[src/rtl/measure_scheduler.sv]
// Purpose: time-shares one signal measurer across NUM_CH inputs and banks per-channel results.
// Latency: SETTLE_CYC + 1 + measurer time + 1 cycles per enabled channel.
// Backpressure: none; start is ignored while busy or gapping, and a silent measurer is cut off by the timeout.
module measure_scheduler #(
    parameter int NUM_CH      = 4,
    parameter int CH_W        = 2,
    parameter int SETTLE_CYC  = 16,
    parameter int TIMEOUT_CYC = 25_000_000
) (
    input  logic              clk,
    input  logic              rst,
    input  logic              start,
    input  logic              auto_en,
    input  logic [31:0]       interval,
    input  logic [NUM_CH-1:0] ch_mask,
    input  logic [NUM_CH-1:0] sig_in,
    output logic              meas_sig,
    output logic              meas_enable,
    input  logic              meas_finish,
    input  logic [25:0]       meas_freq,
    input  logic [7:0]        meas_duty,
    input  logic [19:0]       meas_high,
    input  logic [19:0]       meas_low,
    input  logic [CH_W-1:0]   rd_ch,
    output logic [25:0]       rd_freq,
    output logic [7:0]        rd_duty,
    output logic [19:0]       rd_high,
    output logic [19:0]       rd_low,
    output logic              rd_valid,
    output logic              rd_timeout,
    output logic              busy,
    output logic [CH_W-1:0]   cur_ch,
    output logic              sweep_done
);

    // Bank is sized to the full index space so out-of-range reads hit never-written zero entries.
    localparam int DEPTH = 1 << CH_W;

    typedef enum logic [2:0] {IDLE, SETTLE, TRIG, WAIT, STORE, GAP} state_t;

    state_t            state, state_n;
    logic [NUM_CH-1:0] mask_q;
    logic [31:0]       cnt;
    logic [25:0]       res_freq;
    logic [7:0]        res_duty;
    logic [19:0]       res_high;
    logic [19:0]       res_low;
    logic              res_tout;
    logic [CH_W-1:0]   first_idx;
    logic [CH_W-1:0]   nxt_idx;
    logic              nxt_vld;
    logic              timed_out;
    logic              gap_end;
    logic              launch;

    logic [25:0]       bank_freq [DEPTH];
    logic [7:0]        bank_duty [DEPTH];
    logic [19:0]       bank_high [DEPTH];
    logic [19:0]       bank_low  [DEPTH];
    logic [DEPTH-1:0]  bank_valid;
    logic [DEPTH-1:0]  bank_tout;

    // Descending scan leaves the lowest qualifying bit in each result.
    always_comb begin
        first_idx = '0;
        nxt_idx   = '0;
        nxt_vld   = 1'b0;
        for (int i = NUM_CH - 1; i >= 0; i--) begin
            if (ch_mask[i]) begin
                first_idx = CH_W'(i);
            end
            if (mask_q[i] && (i > int'(cur_ch))) begin
                nxt_idx = CH_W'(i);
                nxt_vld = 1'b1;
            end
        end
    end

    assign timed_out = (cnt == 32'(TIMEOUT_CYC - 1));
    assign gap_end   = ((cnt + 32'd1) >= interval);

    always_comb begin
        state_n     = state;
        meas_enable = 1'b0;
        sweep_done  = 1'b0;
        case (state)
            IDLE:   if (start && (ch_mask != '0)) state_n = SETTLE;
            SETTLE: if (cnt == 32'(SETTLE_CYC - 1)) state_n = TRIG;
            TRIG: begin
                meas_enable = 1'b1;
                state_n     = WAIT;
            end
            WAIT:   if (meas_finish || timed_out) state_n = STORE;
            STORE: begin
                if (nxt_vld) begin
                    state_n = SETTLE;
                end else begin
                    sweep_done = 1'b1;
                    state_n    = auto_en ? GAP : IDLE;
                end
            end
            GAP: begin
                if (!auto_en) begin
                    state_n = IDLE;
                end else if (gap_end) begin
                    state_n = (ch_mask != '0) ? SETTLE : IDLE;
                end
            end
            default: state_n = IDLE;
        endcase
    end

    assign launch = ((state == IDLE) || (state == GAP)) && (state_n == SETTLE);

    always_ff @(posedge clk) begin
        if (rst) begin
            state      <= IDLE;
            cnt        <= '0;
            mask_q     <= '0;
            cur_ch     <= '0;
            busy       <= 1'b0;
            meas_sig   <= 1'b0;
            res_freq   <= '0;
            res_duty   <= '0;
            res_high   <= '0;
            res_low    <= '0;
            res_tout   <= 1'b0;
            bank_valid <= '0;
            bank_tout  <= '0;
            for (int i = 0; i < DEPTH; i++) begin
                bank_freq[i] <= '0;
                bank_duty[i] <= '0;
                bank_high[i] <= '0;
                bank_low[i]  <= '0;
            end
        end else begin
            state    <= state_n;
            meas_sig <= sig_in[cur_ch];
            // Every state change restarts the shared settle/timeout/gap counter.
            cnt      <= (state_n != state) ? 32'd0 : cnt + 32'd1;

            if (launch) begin
                mask_q <= ch_mask;
                cur_ch <= first_idx;
                busy   <= 1'b1;
            end

            if (state == WAIT) begin
                if (meas_finish) begin
                    res_freq <= meas_freq;
                    res_duty <= meas_duty;
                    res_high <= meas_high;
                    res_low  <= meas_low;
                    res_tout <= 1'b0;
                end else if (timed_out) begin
                    res_freq <= '0;
                    res_duty <= '0;
                    res_high <= '0;
                    res_low  <= '0;
                    res_tout <= 1'b1;
                end
            end

            if (state == STORE) begin
                bank_freq[cur_ch]  <= res_freq;
                bank_duty[cur_ch]  <= res_duty;
                bank_high[cur_ch]  <= res_high;
                bank_low[cur_ch]   <= res_low;
                bank_valid[cur_ch] <= 1'b1;
                bank_tout[cur_ch]  <= res_tout;
                if (nxt_vld) begin
                    cur_ch <= nxt_idx;
                end else begin
                    busy <= 1'b0;
                end
            end
        end
    end

    assign rd_freq    = bank_freq[rd_ch];
    assign rd_duty    = bank_duty[rd_ch];
    assign rd_high    = bank_high[rd_ch];
    assign rd_low     = bank_low[rd_ch];
    assign rd_valid   = bank_valid[rd_ch];
    assign rd_timeout = bank_tout[rd_ch];

endmodule
[config.mk]
export PLATFORM = sky130hd
export DESIGN_NAME = measure_scheduler
export DESIGN_NICKNAME = d
export VERILOG_FILES = /design/src/rtl/measure_scheduler.sv
export SDC_FILE = /design/constraint.sdc
export NUM_CORES = 1
export LEC_CHECK = 0
export ABC_AREA = 1
export CORE_UTILIZATION = 60
export CTS_CLUSTER_DIAMETER = 50
export DETAILED_ROUTE_END_ITERATION = 16
export DONT_BUFFER_PORTS = 1
export PLACE_DENSITY = 0.76
export RECOVER_POWER = 25
export SKIP_LAST_GASP = 1
export SLEW_MARGIN = 20
export SYNTH_ARGS = -nofsm -noshare
export SYNTH_HDL_FRONTEND = slang
export SYNTH_SLANG_ARGS = --single-unit
[constraint.sdc]
create_clock -name clk -period 3.77 [get_ports clk]
set_input_delay 0.5655 -clock clk [delete_from_list [all_inputs] [get_ports clk]]
set_output_delay 0.5655 -clock clk [all_outputs]
set_load 0.03 [all_outputs]
# Word-level counts from Yosys, hierarchy flattened
# Memory sizes are Yosys's and may differ from the RTL's.
# Index checks and enable logic that the tools add are counted.
# Widths: inputs -> output; s select.
[totals] reg_bits=126 mem_bits_rw=296 in_bits=121 out_inout_bits=82 elab_cells=115 memories=4
[mem_list] name="bank_freq" depth=4 word_bits=26 read_ports=1 rd_clocked_by_memory_dff=0 write_ports=4 line="56" text="logic [25:0] bank_freq [DEPTH];"
[mem_list] name="bank_high" depth=4 word_bits=20 read_ports=1 rd_clocked_by_memory_dff=0 write_ports=4 line="58" text="logic [19:0] bank_high [DEPTH];"
[mem_list] name="bank_low" depth=4 word_bits=20 read_ports=1 rd_clocked_by_memory_dff=0 write_ports=4 line="59" text="logic [19:0] bank_low [DEPTH];"
[mem_list] name="bank_duty" depth=4 word_bits=8 read_ports=1 rd_clocked_by_memory_dff=0 write_ports=4 line="57" text="logic [7:0] bank_duty [DEPTH];"
[op_classes] addsub=1 magnitude_cmp=7 eq_ne=9 mux=63 bitwise=1 reduce_logical=17
[op_table] cell="$mux 20" count=5
[op_table] cell="$mux 26" count=3
[op_table] cell="$reduce_or 20->1" count=2
[op_table] cell="$add 32x1->32 const B" count=1
[op_table] cell="$eq 32x25->1 const B" count=1
[op_table] cell="$eq 32x4->1 const B" count=1
[op_table] cell="$ge 32x32->1" count=1
[op_table] cell="$mux 2" count=14
[op_table] cell="$reduce_or 26->1" count=1
[op_table] cell="$mux 1" count=25
[op_table] cell="$mux 8" count=3
[op_table] cell="$mux 3" count=7
[op_table] cell="$pmux 3 s6" count=1
[op_table] cell="$reduce_or 8->1" count=1
[op_table] cell="$bmux 1 s2" count=3
[op_table] cell="$eq 3x1->1 const B" count=2
[op_table] cell="$eq 3x2->1 const B" count=2
[op_table] cell="$eq 3x3->1 const B" count=2
[op_table] cell="$logic_and 1x1->1" count=6
[op_table] cell="$lt 2x3->1 const B" count=2
[op_table] cell="$bwmux 4" count=1
[op_table] cell="$gt 2x2->1 const A" count=2
[op_table] cell="$or 4x4->4" count=1
[op_table] cell="$reduce_bool 4->1" count=1
[op_table] cell="other kinds (9)" count=10

# Logic depth before layout (Yosys ltp)
[logic_depth] ltp_word=12 depth_mapped=30 ltp_nobuf=30

# Least setup slack after synthesis
# Ideal clock, no wire load.
[synth_path] kind="in2reg" startpoint="input port rst" endpoint="memory bank_duty[2][0] (enable)" arrival_time_ps=2604 t_required_ps=3006 path_slack_ps=402 cell_stages=5 path_cell_list="clkbuf_1 > nor2_1 > nand2_1 > clkbuf_1 > nand2_1"
[synth_lines] element="from (decl)" line="11" text="input logic rst,"
[synth_lines] element="to (decl)" line="57"

# Final worst setup path
[layout_path] startpoint="register cnt[5]" endpoint="register cnt[2]"
[layout_between] elab_chain_len=7 elab_cells_between_ends=12 cone_classes="add/sub (1); order compare (1); eq/ne (3); mux (5); reduce/logical (2)"
[layout_rtl] element="from (decl)" line="43" text="logic [31:0] cnt;"
[layout_rtl] element="from (signal assigned)" line="140" text="cnt <= (state_n != state) ? 32'd0 : cnt + 32'd1;"
[layout_rtl] element="$add 32x1->32" line="80" text="assign gap_end = ((cnt + 32'd1) >= interval);"
[layout_rtl] element="$ge 32x32->1" line="80"
[layout_rtl] element="$mux 3" line="105" text="end else if (gap_end) begin"
[layout_rtl] element="$mux 3" line="103" text="if (!auto_en) begin"
[layout_rtl] element="$pmux 3 s6 (*)" line="86" text="case (state)"
[layout_rtl] element="$ne 3x3->1 (*)" line="140"
[layout_rtl] element="$reduce_or 2->1 (no line) (*)"
# Mark *: on every way between the ends. The rest lies on a longest branch, timed or not.
# A chain may end at the register's enable or synchronous reset.

==> flow_summary.toml <==
[hold_path]
hold_end = "res_duty[4]"
hp-start = "rst"
min_path_cells = 1
hold_class = "primary input to register"

[route]
vias = 13800
firstDrtPassIters = 7
drc = 0
wl_mm = 45.01
wl_per_cell_um = 18.60
antenna_left = 0
viasPerCell = 5.703
drt_iter0_drc = 1211

[logic_synthesis]
ys_seq_area_share_pct = 60.81
synth_flop_cell = "edfxtp_1"
ys_ff_latch = 421
async_reset_ff_share_pct = 0
synth_edf_count = 296
synth_area_mm2 = 0.01873
synthAdderAreaFrac_pct = 2.204
ys_types = 41
synthSimpleGateAreaFrac_pct = 19.37
synth_xor_area_share_pct = 0.8416
synthMuxAreaShare_pct = 0
yosys_warnings = 0
syn-num-nets = 2180
syn-instance-count = 2026
synth_compound_area_share_pct = 10.15
synth_top_family_by_area = "simple AND/OR/NAND/NOR gates"
avgSynthCellArea_um2 = 9.246

[pwr]
p_leak_nw = 7.504
power.density_cell_area_mw_per_mm2 = 484.0
ir_worst_vdd_v = 0.0003527

[worst_setup_path]
arrival_ps = 4050
r2r_cells = 26
r2r_slack_ps = 200
r2r_end = "cnt[2]"
path_buf_inv = 4
slowest_stage = "dfxtp_4"
critPathRequiredTime_ps = 4250
critPathMostFrequentCell = "nand2_1"
timing.rr.start = "cnt[5]"
slowest_delay_ps = 380
cp-end-kind = "register"
worst-path-max-fanout = 8
crit_type = "register to register"
cp-start-kind = "register"
cp_top_family = "simple AND/OR/NAND/NOR gates"

[grt]
grt_pass1_wl_mm = 68.76
grt_pass1_vias = 13470
grt_overflow = 0
grt_max_degree = 154
groute.usage.overall_pct = 27.88
antenna_found_initial = 0

[place]
io_buffers = 0
place.gp.congestion = 0.9190
dp_slack_ps = 93.95
place_hpwl_mm = 25.28
dp_cells = 2330
postPlaceCellArea_mm2 = 0.01910

[sta]
hold_ws_ps = 117.6
worst_slew_pin_slew_ps = 2067
fmax_ghz = 0.2799
finalCritPeriodShare_pct = 94.77
slew_headroom_pct = -37.81
fin_worst_skew_ps = 20.18
rsz0062_at_grt = "true"
setup_tns_ps = 0
drv_slew = 323
hold_viol_final = 0
setup_violations = 0
setup_ws_ps = 197.0
period_minus_slack_ps = 3573

[clocking]
cts_buffers = 43
cts_htree_levels = 2
root_buffer = "clkbuf_16"
cts_sinks = 421
cts_tree = "yes"
cts_hold_buf = 0
path_clk_slew_ps = 60
clock_path_buffers = 3
worstSkewPairLatency_ps = 540

[run]
drv_cap = 5

[final_layout]
fin_nets = 2143
stdcell_count = 2420
design_area_mm2 = 0.02076
num_antenna_cells = 0
area_delta_synth_final_pct = 10.82
layout-drive-gt1-share_pct = 9.486

[floorplanning]
die_area_mm2 = 0.03193
die_x_um = 178.7
initial_utilization_pct = 61.08
io_pins = 203
die_h_um = 178.7
coreArea_mm2 = 0.03067
placement_rows = 64

[status]
violations = "max-capacitance violations, max-slew violations"
outcome = "finished, violations left"
worst register-to-register path, cell delays in order, from the launching register on:
cell	delay, ps
dfxtp_4	380
nand2_1	80
nor2_1	120
nand2_1	100
nor2_2	130
inv_2	70
nor2_1	120
nand4_1	100
or2_1	240
nor2_1	120
xor2_1	290
inv_1	90
ha_1	190
nand2_1	60
nand2_1	50
nand2_1	50
nand2_1	40
nand2_1	50
nand2_1	80
a21oi_2	170
nand3_1	110
nand2_2	100
inv_1	70
nand2_2	90
nand4_4	240
clkbuf_16	260
nor2_2	90
cells by family (layout without fill, tap and decap cells):
kind of cell             after synthesis  count (layout)
AO/OA/AOI/OAI                        354             354
adder cells (fa/ha/maj)               33              33
flip-flops                           421             421
XOR/XNOR                              18              18
AND/OR/NAND/NOR                      878             878
buffers and inverters                322             320
flip-flops by register name, summed over array words and instances (netlist names), 2 cells and up:
register and count:
cur_ch 2, res_low 20, res_high 20, bank_tout 4, bank_duty 32, bank_valid 4
bank_high 80, cnt 32, bank_low 80, res_duty 8, state 3, bank_freq 104
mask_q 3, res_freq 26
cells in the mapped netlist, drive strengths merged, types with 11 or more instances:
cell	number	share of area, %
a21oi	99	2.7
buf	23	0.63
clkbuf	89	1.8
dfxtp	125	13
edfxtp	296	47
ha	33	2.2
inv	208	4.2
nand2	279	5.8
nand3	17	0.48
nand4	11	0.51
nor2	525	11
nor3	36	1.0
o21ai	167	4.5
o22ai	76	2.5
xor2	16	0.75
cell type report:
type,count,area (um^2)
clock buffer,67,1300
clock inverter,13,166.4
fill,2380,9910
inverter,210,792.0
multi-input combinational,1283,6254
sequential,421,11400
tap,396,495.5
timing repair buffer,30,351.6
power breakdown:
| group | total, mW | internal (mW) | leakage (nW) | switching, mW |
|---|---|---|---|---|
| Sequential | 5.10 | 5.05 | 4.07 | 0.0474 |
| Combinational | 0.612 | 0.149 | 2.72 | 0.463 |
| Clock | 4.34 | 2.60 | 0.712 | 1.74 |
timing repair:
item | 4_1_cts | 5_1_grt
endpoints found under the setup margin | 0 | 38
setup buffers | 0 | 8
gates resized for setup | 0 | 34
per-layer routing:
layer  up-vias  GRT usage [%]  routed length [um]
li1       6612              -                   -
met1      6588          34.45               17480
met2       529          48.59               22480
met3        73          6.022                3971
met4         0          8.934                1076
met5         -              0                   0
stage by stage:
step                      utilization [%]  power, mW
after floorplan                         -      5.681
after global placement              62.28      5.777
after detailed placement            62.28      5.794
after CTS                           67.07      10.06
after global routing                67.69      10.32
final                               67.69      10.05
worst max path at each step:
stage	slack, ps	from	cells after the start	endpoint
2_1_floorplan	400	rst	5	bank_duty[2][0]
3_3_place_gp	170	cnt[2]	26	cnt[19]
3_5_place_dp	90	cnt[2]	27	cnt[13]
4_1_cts	60	cnt[2]	26	cnt[13]
5_1_grt	-50	cnt[5]	28	cnt[2]
6_report	200	cnt[5]	26	cnt[2]
cells in the final DEF, fill, tap and decap left out, types with 11 or more instances in the layout:
master	instances
nand3_1	16
clkbuf_1	14
nand2_1	264
a21oi_1	96
o21ai_0	162
edfxtp_1	296
nand2_2	11
inv_1	199
nor2_2	41
dfxtp_1	119
o22ai_1	76
nor2_1	480
clkbuf_16	48
ha_1	32
buf_4	14
xor2_1	11
nor3_1	33
Power figures use the tool's default switching activity.
